### config.mk
export PLATFORM = sky130hd
export DESIGN_NAME = cic_decim_ctrl
export DESIGN_NICKNAME = d
export VERILOG_FILES = /design/src/rtl/cic_decim_ctrl.sv
export SDC_FILE = /design/constraint.sdc
export NUM_CORES = 1
export LEC_CHECK = 0
export CAP_MARGIN = 20
export CORE_UTILIZATION = 48
export CTS_BUF_LIST = sky130_fd_sc_hd__clkbuf_16
export DETAILED_ROUTE_END_ITERATION = 8
export PLACE_DENSITY_LB_ADDON = 0.2
export SKIP_LAST_GASP = 1
export SLEW_MARGIN = 20
export SYNTH_ARGS = -nofsm -noshare
export SYNTH_HDL_FRONTEND = slang
export SYNTH_SLANG_ARGS = --single-unit
### constraint.sdc
create_clock -name clk_i -period 2.5 [get_ports clk_i]
set_input_delay 0.5 -clock clk_i [delete_from_list [all_inputs] [get_ports clk_i]]
set_output_delay 0.5 -clock clk_i [all_outputs]
set_load 0.02 [all_outputs]
### src/rtl/cic_decim_ctrl.sv
// -----------------------------------------------------------------------------
// cic_decim_ctrl
//
// Sequencing controller for a decimating CIC filter (integrator + comb
// sections). It holds the integrator/comb registers in clear while the filter
// is started or restarted, gates the integrator advance enable, generates the
// decimation strobe that clocks the comb stages once every R accepted input
// samples, and flags comb output valid once the comb pipeline has settled.
// It also owns the runtime decimation factor R; any legal change of R forces a
// clean restart so the comb pipeline never mixes samples from two rates.
//
// Parameters:
//   RATE_W   width of the decimation factor R
//   DEF_RATE R loaded at reset (legal 2 .. 2^RATE_W-1)
//   N_STG    comb stages = decimated strobes discarded after a restart
//   CLR_CYC  cycles int_clr_o is held while clearing (>= 1)
//
// Ports:
//   clk_i        system clock
//   rst_i        synchronous, active-high reset
//   en_i         run enable (level)
//   in_valid_i   input sample strobe at input rate
//   cfg_wr_i     one-cycle write strobe for cfg_rate_i
//   cfg_rate_i   requested decimation factor
//   int_clr_o    clear integrator and comb registers (registered)
//   int_en_o     integrator advance enable (combinational)
//   dec_stb_o    comb enable, one pulse per R accepted samples (registered)
//   out_valid_o  comb output valid (registered)
//   rate_cur_o   decimation factor currently in effect
//   busy_o       high whenever the controller is not in steady-state run
//   cfg_err_o    one-cycle pulse when an illegal cfg_rate_i is rejected
// -----------------------------------------------------------------------------
module cic_decim_ctrl #(
    parameter int unsigned RATE_W   = 8,
    parameter int unsigned DEF_RATE = 4,
    parameter int unsigned N_STG    = 3,
    parameter int unsigned CLR_CYC  = 2
) (
    input  logic              clk_i,
    input  logic              rst_i,
    input  logic              en_i,
    input  logic              in_valid_i,
    input  logic              cfg_wr_i,
    input  logic [RATE_W-1:0] cfg_rate_i,
    output logic              int_clr_o,
    output logic              int_en_o,
    output logic              dec_stb_o,
    output logic              out_valid_o,
    output logic [RATE_W-1:0] rate_cur_o,
    output logic              busy_o,
    output logic              cfg_err_o
);

    // Counter widths: clr_cnt spans 0..CLR_CYC-1, settle_cnt spans 0..N_STG.
    localparam int unsigned ClrW = (CLR_CYC > 1) ? $clog2(CLR_CYC) : 1;
    localparam int unsigned StgW = $clog2(N_STG + 1) > 0 ? $clog2(N_STG + 1) : 1;

    localparam logic [ClrW-1:0]   ClrLast = ClrW'(CLR_CYC - 1);
    localparam logic [StgW-1:0]   StgLast = StgW'(N_STG - 1);
    localparam logic [RATE_W-1:0] RateDef = RATE_W'(DEF_RATE);
    localparam logic [RATE_W-1:0] RateMin = RATE_W'(2);

    typedef enum logic [1:0] {
        StIdle,
        StClear,
        StSettle,
        StRun
    } state_e;

    state_e            state_q;
    logic [RATE_W-1:0] phase_q;
    logic [StgW-1:0]   settle_cnt_q;
    logic [ClrW-1:0]   clr_cnt_q;
    logic [RATE_W-1:0] rate_q, rate_d;
    logic              int_clr_q;
    logic              dec_stb_q;
    logic              out_valid_q;
    logic              cfg_err_q, cfg_err_d;

    logic cfg_illegal;
    logic rate_change;
    logic dec_active;
    logic period_end;

    // -------------------------------------------------------------------------
    // Configuration decode
    // -------------------------------------------------------------------------
    always_comb begin
        cfg_illegal = cfg_wr_i && (cfg_rate_i < RateMin);
        // Writing the rate already in effect is a no-op: no restart.
        rate_change = cfg_wr_i && !cfg_illegal && (cfg_rate_i != rate_q);
        rate_d      = rate_change ? cfg_rate_i : rate_q;
        cfg_err_d   = cfg_illegal;
    end

    always_ff @(posedge clk_i) begin
        if (rst_i) begin
            rate_q    <= RateDef;
            cfg_err_q <= 1'b0;
        end else begin
            rate_q    <= rate_d;
            cfg_err_q <= cfg_err_d;
        end
    end

    // -------------------------------------------------------------------------
    // Decimation helpers
    // -------------------------------------------------------------------------
    always_comb begin
        dec_active = (state_q == StSettle) || (state_q == StRun);
        // Last accepted sample of the current decimation period.
        period_end = in_valid_i && (phase_q == (rate_q - RATE_W'(1)));
    end

    // -------------------------------------------------------------------------
    // Sequencing FSM with registered outputs
    // -------------------------------------------------------------------------
    always_ff @(posedge clk_i) begin
        if (rst_i) begin
            state_q      <= StIdle;
            phase_q      <= '0;
            settle_cnt_q <= '0;
            clr_cnt_q    <= '0;
            int_clr_q    <= 1'b1;
            dec_stb_q    <= 1'b0;
            out_valid_q  <= 1'b0;
        end else begin
            // Strobes are single-cycle pulses unless re-issued below.
            dec_stb_q   <= 1'b0;
            out_valid_q <= 1'b0;

            if ((state_q != StIdle) && !en_i) begin
                // Dropping enable wins over everything, including a restart.
                state_q      <= StIdle;
                phase_q      <= '0;
                settle_cnt_q <= '0;
                clr_cnt_q    <= '0;
                int_clr_q    <= 1'b1;
            end else if ((state_q != StIdle) && rate_change) begin
                // Rate change restarts from a clean clear; a period completing
                // in this same cycle is discarded.
                state_q      <= StClear;
                phase_q      <= '0;
                settle_cnt_q <= '0;
                clr_cnt_q    <= '0;
                int_clr_q    <= 1'b1;
            end else begin
                unique case (state_q)
                    StIdle: begin
                        int_clr_q <= 1'b1;
                        // A rate write while idle only updates R this cycle.
                        if (en_i && !rate_change) begin
                            state_q   <= StClear;
                            clr_cnt_q <= '0;
                        end
                    end

                    StClear: begin
                        phase_q      <= '0;
                        settle_cnt_q <= '0;
                        if (clr_cnt_q == ClrLast) begin
                            state_q   <= StSettle;
                            int_clr_q <= 1'b0;
                        end else begin
                            clr_cnt_q <= clr_cnt_q + ClrW'(1);
                        end
                    end

                    StSettle: begin
                        int_clr_q <= 1'b0;
                        if (in_valid_i) begin
                            if (period_end) begin
                                phase_q      <= '0;
                                dec_stb_q    <= 1'b1;
                                settle_cnt_q <= settle_cnt_q + StgW'(1);
                                // The N_STG-th strobe flushes the comb pipeline;
                                // its own output is still invalid.
                                if (settle_cnt_q == StgLast) begin
                                    state_q <= StRun;
                                end
                            end else begin
                                phase_q <= phase_q + RATE_W'(1);
                            end
                        end
                    end

                    StRun: begin
                        int_clr_q <= 1'b0;
                        if (in_valid_i) begin
                            if (period_end) begin
                                phase_q     <= '0;
                                dec_stb_q   <= 1'b1;
                                out_valid_q <= 1'b1;
                            end else begin
                                phase_q <= phase_q + RATE_W'(1);
                            end
                        end
                    end

                    default: begin
                        state_q   <= StIdle;
                        int_clr_q <= 1'b1;
                    end
                endcase
            end
        end
    end

    // -------------------------------------------------------------------------
    // Outputs
    // -------------------------------------------------------------------------
    always_comb begin
        int_clr_o   = int_clr_q;
        int_en_o    = in_valid_i && dec_active;
        dec_stb_o   = dec_stb_q;
        out_valid_o = out_valid_q;
        rate_cur_o  = rate_q;
        busy_o      = (state_q != StRun);
        cfg_err_o   = cfg_err_q;
    end

endmodule

==> impl_results.md <==
* Outcome: complete, no violations
* Die Span Y at 60.4 um
* FF+latch count, synth at 25
* Clock transition at path regs at 0.06 ns
* Static Leak at 0.836 nW
* Hold/Removal Path Class: register to register
* Met2 WL at 2040 um
* Pwr Total at 1.28 mW
* CTS tree: built
* CTS Buffer Depth at 2
* Synth Cell Area at 1640 um2
* Syn_nets at 228
* Clock Latency Late Sink at 0.25 ns
* Row count at 20
* RSZ-0062 raised after global routing: no
* Initial Utilization at 51.9%
* Post-DP Area at 2000 um2
* Largest area contributor in the netlist: dfxtp_1
* Largest net degree at the start of global routing at 22
* Asr flop ratio synth at 0%
* N_diodes at 0
* CTS Root Cell: clkbuf_16
* Final worst slack at 0.183 ns
* Routability congestion estimate at 0.841
* Post-synth top area share at 30.6%
* Chip width at 60.4 um
* Max-cap viol count at 0
* Inserted Clock Buffers at 3
* # port buffers at 26
* Syn avg cell area at 7.90 um2
* Overflow after GRT at 0
* Layout Cells excl Fill at 282
* TNS Setup at 0 ns
* Max IR drop VDD at 0.000403 V
* Detailed Place HPWL at 2860 um
* Met3 WL at 124 um
* Startpoint types: input pin
* Initial antenna violation count at 0
* Crit Path Max Fanout at 4
* Layout Area Growth over Synthesis at 30.5%
* Final period util at 92.7%
* Slew margin rel. at 69.9%
* Dpl ws at -0.281 ns
* Pre-Repair DR Iteration Count at 4
* IO Pins at 27
* Global-route wire length before repair at 6610 um
* Core ar. at 3150 um2
* Tot GR Track Use at 23.8%
* Fin Hold WS at 0.495 ns
* Via count at 1587
* Hold Buf Count CTS at 0
* Fin crit period at 2.32 ns
* Number of global-route vias before repair at 1498
* Clock sinks at 25
* Antenna viol nets, final at 0
* Sequential share of the synthesized area at 30.6%
* EDFF count, synth at 0
* Final hold vios at 0
* Setup crit end kind: output pin
* Syn. warnings at 0
* Fraction of layout cells with a size suffix above 1 at 12.6%
* Syn Inst Count at 207
* WP data arrival at 1.82 ns
* Actual slew at the worst max-slew pin at 0.446 ns
* Crit Path Category: input pin to output pin
* Critical Path RT at 2.00 ns
* Die ar. at 3640 um2
* Iteration-0 DRC count of the detailed router at 106
* PD cells at 601 nW/um2
* DRC viols at 0
* Routed length on met1 at 1740 um
* Mean routed wirelength per cell at 14.1 um
* Post-route cell area at 2130 um2
* Unique masters post-synth at 41
* DR top layer: met4
* Ys flop type: dfxtp_1
* Vias per cell at 5.63
* Setup-failing EPs final at 0
* Fillers at 276
* FMAX at 0.432 GHz
* H-tree levels at 1
* Post-placement cell count at 278
* Reg2Reg Depth at 9
* Nets at 260
* Routed Wire Length at 3980 um
* Clk_skew at 0.00269 ns
* Top post-synthesis cells by area: dfxtp_1 31%, xnor2_1 6.4%, ha_1 6.1%
* Hold depth at 2
* Final Slew Violations at 0
* Post-Route Utilization at 67.7%
==> final timing paths <==
kind	from	to	slack [ns]
setup / recovery	in_valid_i	int_en_o	0.18
hold / removal	clr_cnt_q	clr_cnt_q	0.50
setup reg to reg	rate_cur_o[1]	settle_cnt_q[1]	0.27
hold reg to reg	clr_cnt_q	clr_cnt_q	0.50
==> area by class of cell <==
cell class              count  area (um2)  area share [%]
flip-flops and latches     25         500            23.5
clock inverters             1        3.75           0.176
well taps                  44        55.1            2.58
inverters                  11        41.3            1.94
multi-input cells         158        1070            50.1
clock buffers               3        75.1            3.52
repair buffers             40         388            18.2
==> Yosys cell counts (3+ instances only) <==
master	instances
o211ai_1	3
nand4_1	8
a21o_1	3
mux2i_1	9
clkbuf_1	10
nand2b_1	3
nand3_1	10
a31oi_1	7
inv_1	11
a21oi_1	7
dfxtp_1	25
nand2_1	21
xor2_1	5
nor3_1	6
xnor2_1	12
nor2_1	21
buf_2	3
o21ai_0	6
ha_1	8
==> cells by family (layout without fill, tap and decap cells) <==
kind of cell | Yosys count | count (layout) | synth area share [%]
simple gates | 83 | 83 | 25.4
compound gates | 41 | 41 | 17.5
flops | 25 | 25 | 30.6
buf+inv | 24 | 55 | 5.74
xor+xnor | 17 | 17 | 9.10
mux | 9 | 9 | 5.51
fa+ha+maj | 8 | 8 | 6.12
==> worst max-delay path, cell delays in order <==
cell and delay [ns]:
clkdlybuf4s50_1 0.54, nor2b_1 0.16, clkdlybuf4s50_1 0.62
==> flip-flops by register name, summed over array words and instances (netlist names), 2 cells and up <==
signal / flops
state_q: 2
rate_cur_o: 8
settle_cnt_q: 2
phase_q: 8
==> where the power goes <==
group	internal [mW]	switching, mW	leakage, nW
Clock	0.214	0.137	0.0423
Combinational	0.217	0.252	0.590
Sequential	0.425	0.0372	0.203
==> metal layers <==
| layer | global-route usage (%) | up-vias |
|---|---|---|
| met4 | 6.98 | 0 |
| met3 | 2.99 | 6 |
| met5 | 0 | - |
| met1 | 29.5 | 771 |
| li1 | - | 786 |
| met2 | 42.7 | 24 |
==> repair_timing <==
| action | CTS | global route |
|---|---|---|
| setup buffers | 0 | 0 |
| pin swaps | 1 | 4 |
| setup endpoints to repair | 2 | 12 |
| resized for setup | 3 | 13 |
==> placed cells by master, fill, tap and decap left out, types with 4 or more instances in the layout <==
master and instances:
inv_1 12, nor3_1 6, nor2_1 19, clkdlybuf4s50_1 22, ha_1 8, dlymetal6s2s_1 4
o21ai_0 4, xnor2_1 12, a21oi_1 7, dfxtp_1 25, nand4_1 8, buf_4 13
xor2_1 5, mux2i_1 9, nand2_1 21, a31oi_1 7, nand3_1 10
Note: power is estimated with default switching activity, not from simulation.
==> RTL change 1: new RTL, config.mk and constraints unchanged <==
Change the parameter `CLR_CYC` from 2 to 1.
--- a/src/rtl/cic_decim_ctrl.sv
+++ b/src/rtl/cic_decim_ctrl.sv
@@ -34,7 +34,7 @@
     parameter int unsigned RATE_W   = 8,
     parameter int unsigned DEF_RATE = 4,
     parameter int unsigned N_STG    = 3,
-    parameter int unsigned CLR_CYC  = 2
+    parameter int unsigned CLR_CYC  = 1
 ) (
     input  logic              clk_i,
     input  logic              rst_i,
Check against the original RTL: not equivalent (Yosys sat finds a counterexample within 4 cycles, from zero or initial values and one cycle with rst_i high).
==> RTL change 1 against the unedited design <==
  * Cell count down 11%
  * Critical path type is now flip-flop to output pin
  * Core utilization is 3.9 points lower
  * Synthesized area decreased by 7.0%
  * Total power fell by 6.4%
  * Clock power is 4% lower
  * Design area is 9.4% lower
  * Sequential cell count is 1 lower
  * Critical endpoint unchanged
  * Largest cell class unchanged
  * Wire length shrank 17%
  * Worst setup slack lost 0.049 ns
==> RTL change 1: results <==
layout:
  fin_cells: 251
  final_util_pct: 63.80
  fillers: 283
  drive_above_1_share_pct: 7.246
place:
  dpl.hpwl_um: 2522
  place_ws_ns: 0.02383
  dpl-instance-area_mm2: 0.001847
global_route:
  grt.total_usage_pct: 20.70
  grt_max_degree: 15
  grt_pass1_wl_um: 5499
status:
  status: "completed"
setup_path:
  crit_start: "state_q[0]"
  crit_fanout: 5
  critical_path.max_stage_delay_ns: 0.53
  worstPathArrival_ns: 1.87
  rr_endpoint: "state_q[0]"
sta:
  hold_slack_ns: 0.4676
  worstMarginPinSlew_ns: 0.4808
  fin_crit_sh_pct: 94.65
  finalClockSkew_ns: 0.002871
yosys:
  synth-compound-area-share_pct: 11.68
  yosys-mux-area-fraction_pct: 6.661
  synth_area_leaders: "dfxtp_1, xnor2_1, ha_1, mux2i_1, nand2_1"
  synth_xor_area_share_pct: 11.51
  synth_commonest_cells: "dfxtp_1, nand2_1, nor2_1"
  seq_area_frac_synth_pct: 31.58
  syn-num-nets: 200
clock_network:
  cts_resized: 0
detailed_routing:
  routed_wl_um: 3288
  drt-initial-drc-count: 48
  dr_total_vias: 1342
pwr:
  internal-power_w: 0.0008032
  seq_power_share_pct: 37.0
  vdd_drop_max_mv: 0.2933
RTL change 1: changes by cell type after synthesis, sizes merged, moves of 3 or more:
| cell | before | now |
|---|---|---|
| nand4 | 8 | 3 |
| xnor2 | 12 | 18 |
| a21oi | 7 | 3 |
| xor2 | 5 | 2 |
| clkbuf | 10 | 3 |
| o21ai | 7 | 0 |
| o211ai | 3 | 0 |
| nand3b | 1 | 5 |
RTL change 1: cells by family after synthesis:
kind of cell               after synthesis
and+or+nand+nor                         79
DFF                                     24
xor gates and xnor gates                20
AOI/OAI and AO/OA                       22
buffers and inverters                   16
muxes                                   10
adders and majority gates                8
RTL change 1: tightest hold or removal path, delay by kind of cell, from the launching register on:
family,cells,cell delay [ns]
AO/OA/AOI/OAI,1,0.05
flip-flops,1,0.31
AND/OR/NAND/NOR,1,0.06
RTL change 1: worst min-delay path by stage:
stage	depth (start not counted)	end	startpoint
2_1_floorplan	2	settle_cnt_q[0]	settle_cnt_q[0]
3_3_place_gp	2	settle_cnt_q[0]	settle_cnt_q[0]
6_report	2	settle_cnt_q[0]	settle_cnt_q[0]
3_5_place_dp	2	settle_cnt_q[0]	settle_cnt_q[0]
5_1_grt	2	settle_cnt_q[0]	settle_cnt_q[0]
4_1_cts	2	settle_cnt_q[0]	settle_cnt_q[0]
RTL change 1: final cells by class:
class / instances / area share, %
flip-flops and latches: 24 / 24.87
clock buffers: 3 / 3.886
inverters: 9 / 1.749
well taps: 44 / 2.850
repair buffers: 32 / 16.45
multi-input cells: 139 / 50.19
RTL change 1: metal layers:
layer / up-vias / GRT usage, % / share of wire, %
met5: - / 0 / 0
met4: 0 / 8.503 / 0.88
met3: 4 / 2.198 / 2.6
met2: 25 / 35.30 / 51
met1: 632 / 26.75 / 45
li1: 681 / - / -
==> RTL change 2: new RTL, same settings <==
Without the edit above. Register the input `cfg_rate_i` before use. The logic sees it one clock later. The other inputs are not delayed to match. Comments in the files are not updated.
--- a/src/rtl/cic_decim_ctrl.sv
+++ b/src/rtl/cic_decim_ctrl.sv
@@ -67,6 +67,12 @@
         StRun
     } state_e;
 
+    logic [RATE_W-1:0] cfg_rate_q;
+
+    always_ff @(posedge clk_i) begin
+        cfg_rate_q <= cfg_rate_i;
+    end
+
     state_e            state_q;
     logic [RATE_W-1:0] phase_q;
     logic [StgW-1:0]   settle_cnt_q;
@@ -86,10 +92,10 @@
     // Configuration decode
     // -------------------------------------------------------------------------
     always_comb begin
-        cfg_illegal = cfg_wr_i && (cfg_rate_i < RateMin);
+        cfg_illegal = cfg_wr_i && (cfg_rate_q < RateMin);
         // Writing the rate already in effect is a no-op: no restart.
-        rate_change = cfg_wr_i && !cfg_illegal && (cfg_rate_i != rate_q);
-        rate_d      = rate_change ? cfg_rate_i : rate_q;
+        rate_change = cfg_wr_i && !cfg_illegal && (cfg_rate_q != rate_q);
+        rate_d      = rate_change ? cfg_rate_q : rate_q;
         cfg_err_d   = cfg_illegal;
     end
 
Check against the original RTL: not equivalent (Yosys sat finds a counterexample within 4 cycles, from zero or initial values and one cycle with rst_i high).
==> RTL change 2 against the unedited design <==
  * Sequential cell count increased by 8
  * Worst setup slack got worse by 0.092 ns
  * Critical path depth rose by 2
  * Synthesized area increased by 8.8%
  * Combinational power shrank 9.0%
  * Total power is 33% higher
  * Critical endpoint unchanged
  * Non-clock buffer count is 5 lower
  * First-iteration DRC count grew 7.5%
  * Fmax is 3.8% lower
  * Cell count increased by 1.1%
  * Design area grew 7.2%
  * Count of clock-buffer cells in the layout rose by 2
  * Wire length increased by 0.20%
  * Clock skew increased by 0.0018 ns
==> RTL change 2: results <==
yosys:
  syn-num-nets: 229
  synth-compound-area-share_pct: 14.35
  synthAdderAreaFrac_pct: 5.626
  synth_commonest_cells: "dfxtp_1, nand2_1, nor2_1"
  seq_area_frac_synth_pct: 37.13
  synth_area_leaders: "dfxtp_1, xnor2_1, ha_1, mux2i_1, nand2_1"
global_route:
  met1_usage_pct: 26.27
  grt_pass1_vias: 1558
  grt_pass1_wl_um: 7038
  grt.total_usage_pct: 23.12
  grt_use_met2_pct: 39.52
setup_path:
  ff2ff_setup_slack_ns: 0.19
  worstPathArrival_ns: 1.91
  crit_start: "state_q[0]"
  crit_fanout: 6
  rr_endpoint: "phase_q[1]"
layout:
  buffers: 35
  fillers: 299
  design_area_mm2: 0.002287
  drive_above_1_share_pct: 10.88
  multiInputGateArea_mm2: 0.001040
  buf_share_pct: 14.33
clock_network:
  clkSinkCount: 33
  numCtsBuffers: 5
  clk-insertion-delay-late_ns: 0.28
  cts_resized: 1
sta:
  finalClockSkew_ns: 0.004470
  fin_crit_ns: 2.409
pwr:
  p_clk_w: 0.000672
  pg_comb_w: 0.000427
  vdd_drop_max_mv: 0.4927
place:
  dpl-instance-area_mm2: 0.002115
  place_ws_ns: 0.1557
  dpl.hpwl_um: 2929
detailed_routing:
  wl_met3_um: 234
  viasPerCell: 5.604
  drt-initial-drc-count: 114
  drt-met1-wl_um: 1673
status:
  status: "completed"
==> RTL change 2: metrics by stage <==
step / instances / power (W) / util (%)
3_3_place_gp: 277 / 0.001014 / 61.43
2_1_floorplan: 208 / 0.0008932 / -
3_5_place_dp: 277 / 0.001032 / 61.43
4_1_cts: 285 / 0.001712 / 66.19
5_1_grt: 285 / 0.001787 / 66.45
6_report: 285 / 0.001701 / 66.45
==> RTL change 2: how the worst min path moves through the flow <==
stage                            endpoint  cells past startpoint  slack, ns       startpoint
after global routing      settle_cnt_q[1]                      2       0.50  settle_cnt_q[1]
after floorplan           settle_cnt_q[1]                      2       0.45  settle_cnt_q[1]
final                           int_clr_o                      2       0.48        int_clr_o
after CTS                       int_clr_o                      2       0.49        int_clr_o
after detailed placement        int_clr_o                      2       0.48        int_clr_o
after global placement    settle_cnt_q[1]                      2       0.46  settle_cnt_q[1]
==> RTL change 2: worst min-delay path: stages (launching register included) <==
cell	delay [ns]
dfxtp_1	0.32
nand2_1	0.05
o211ai_1	0.07
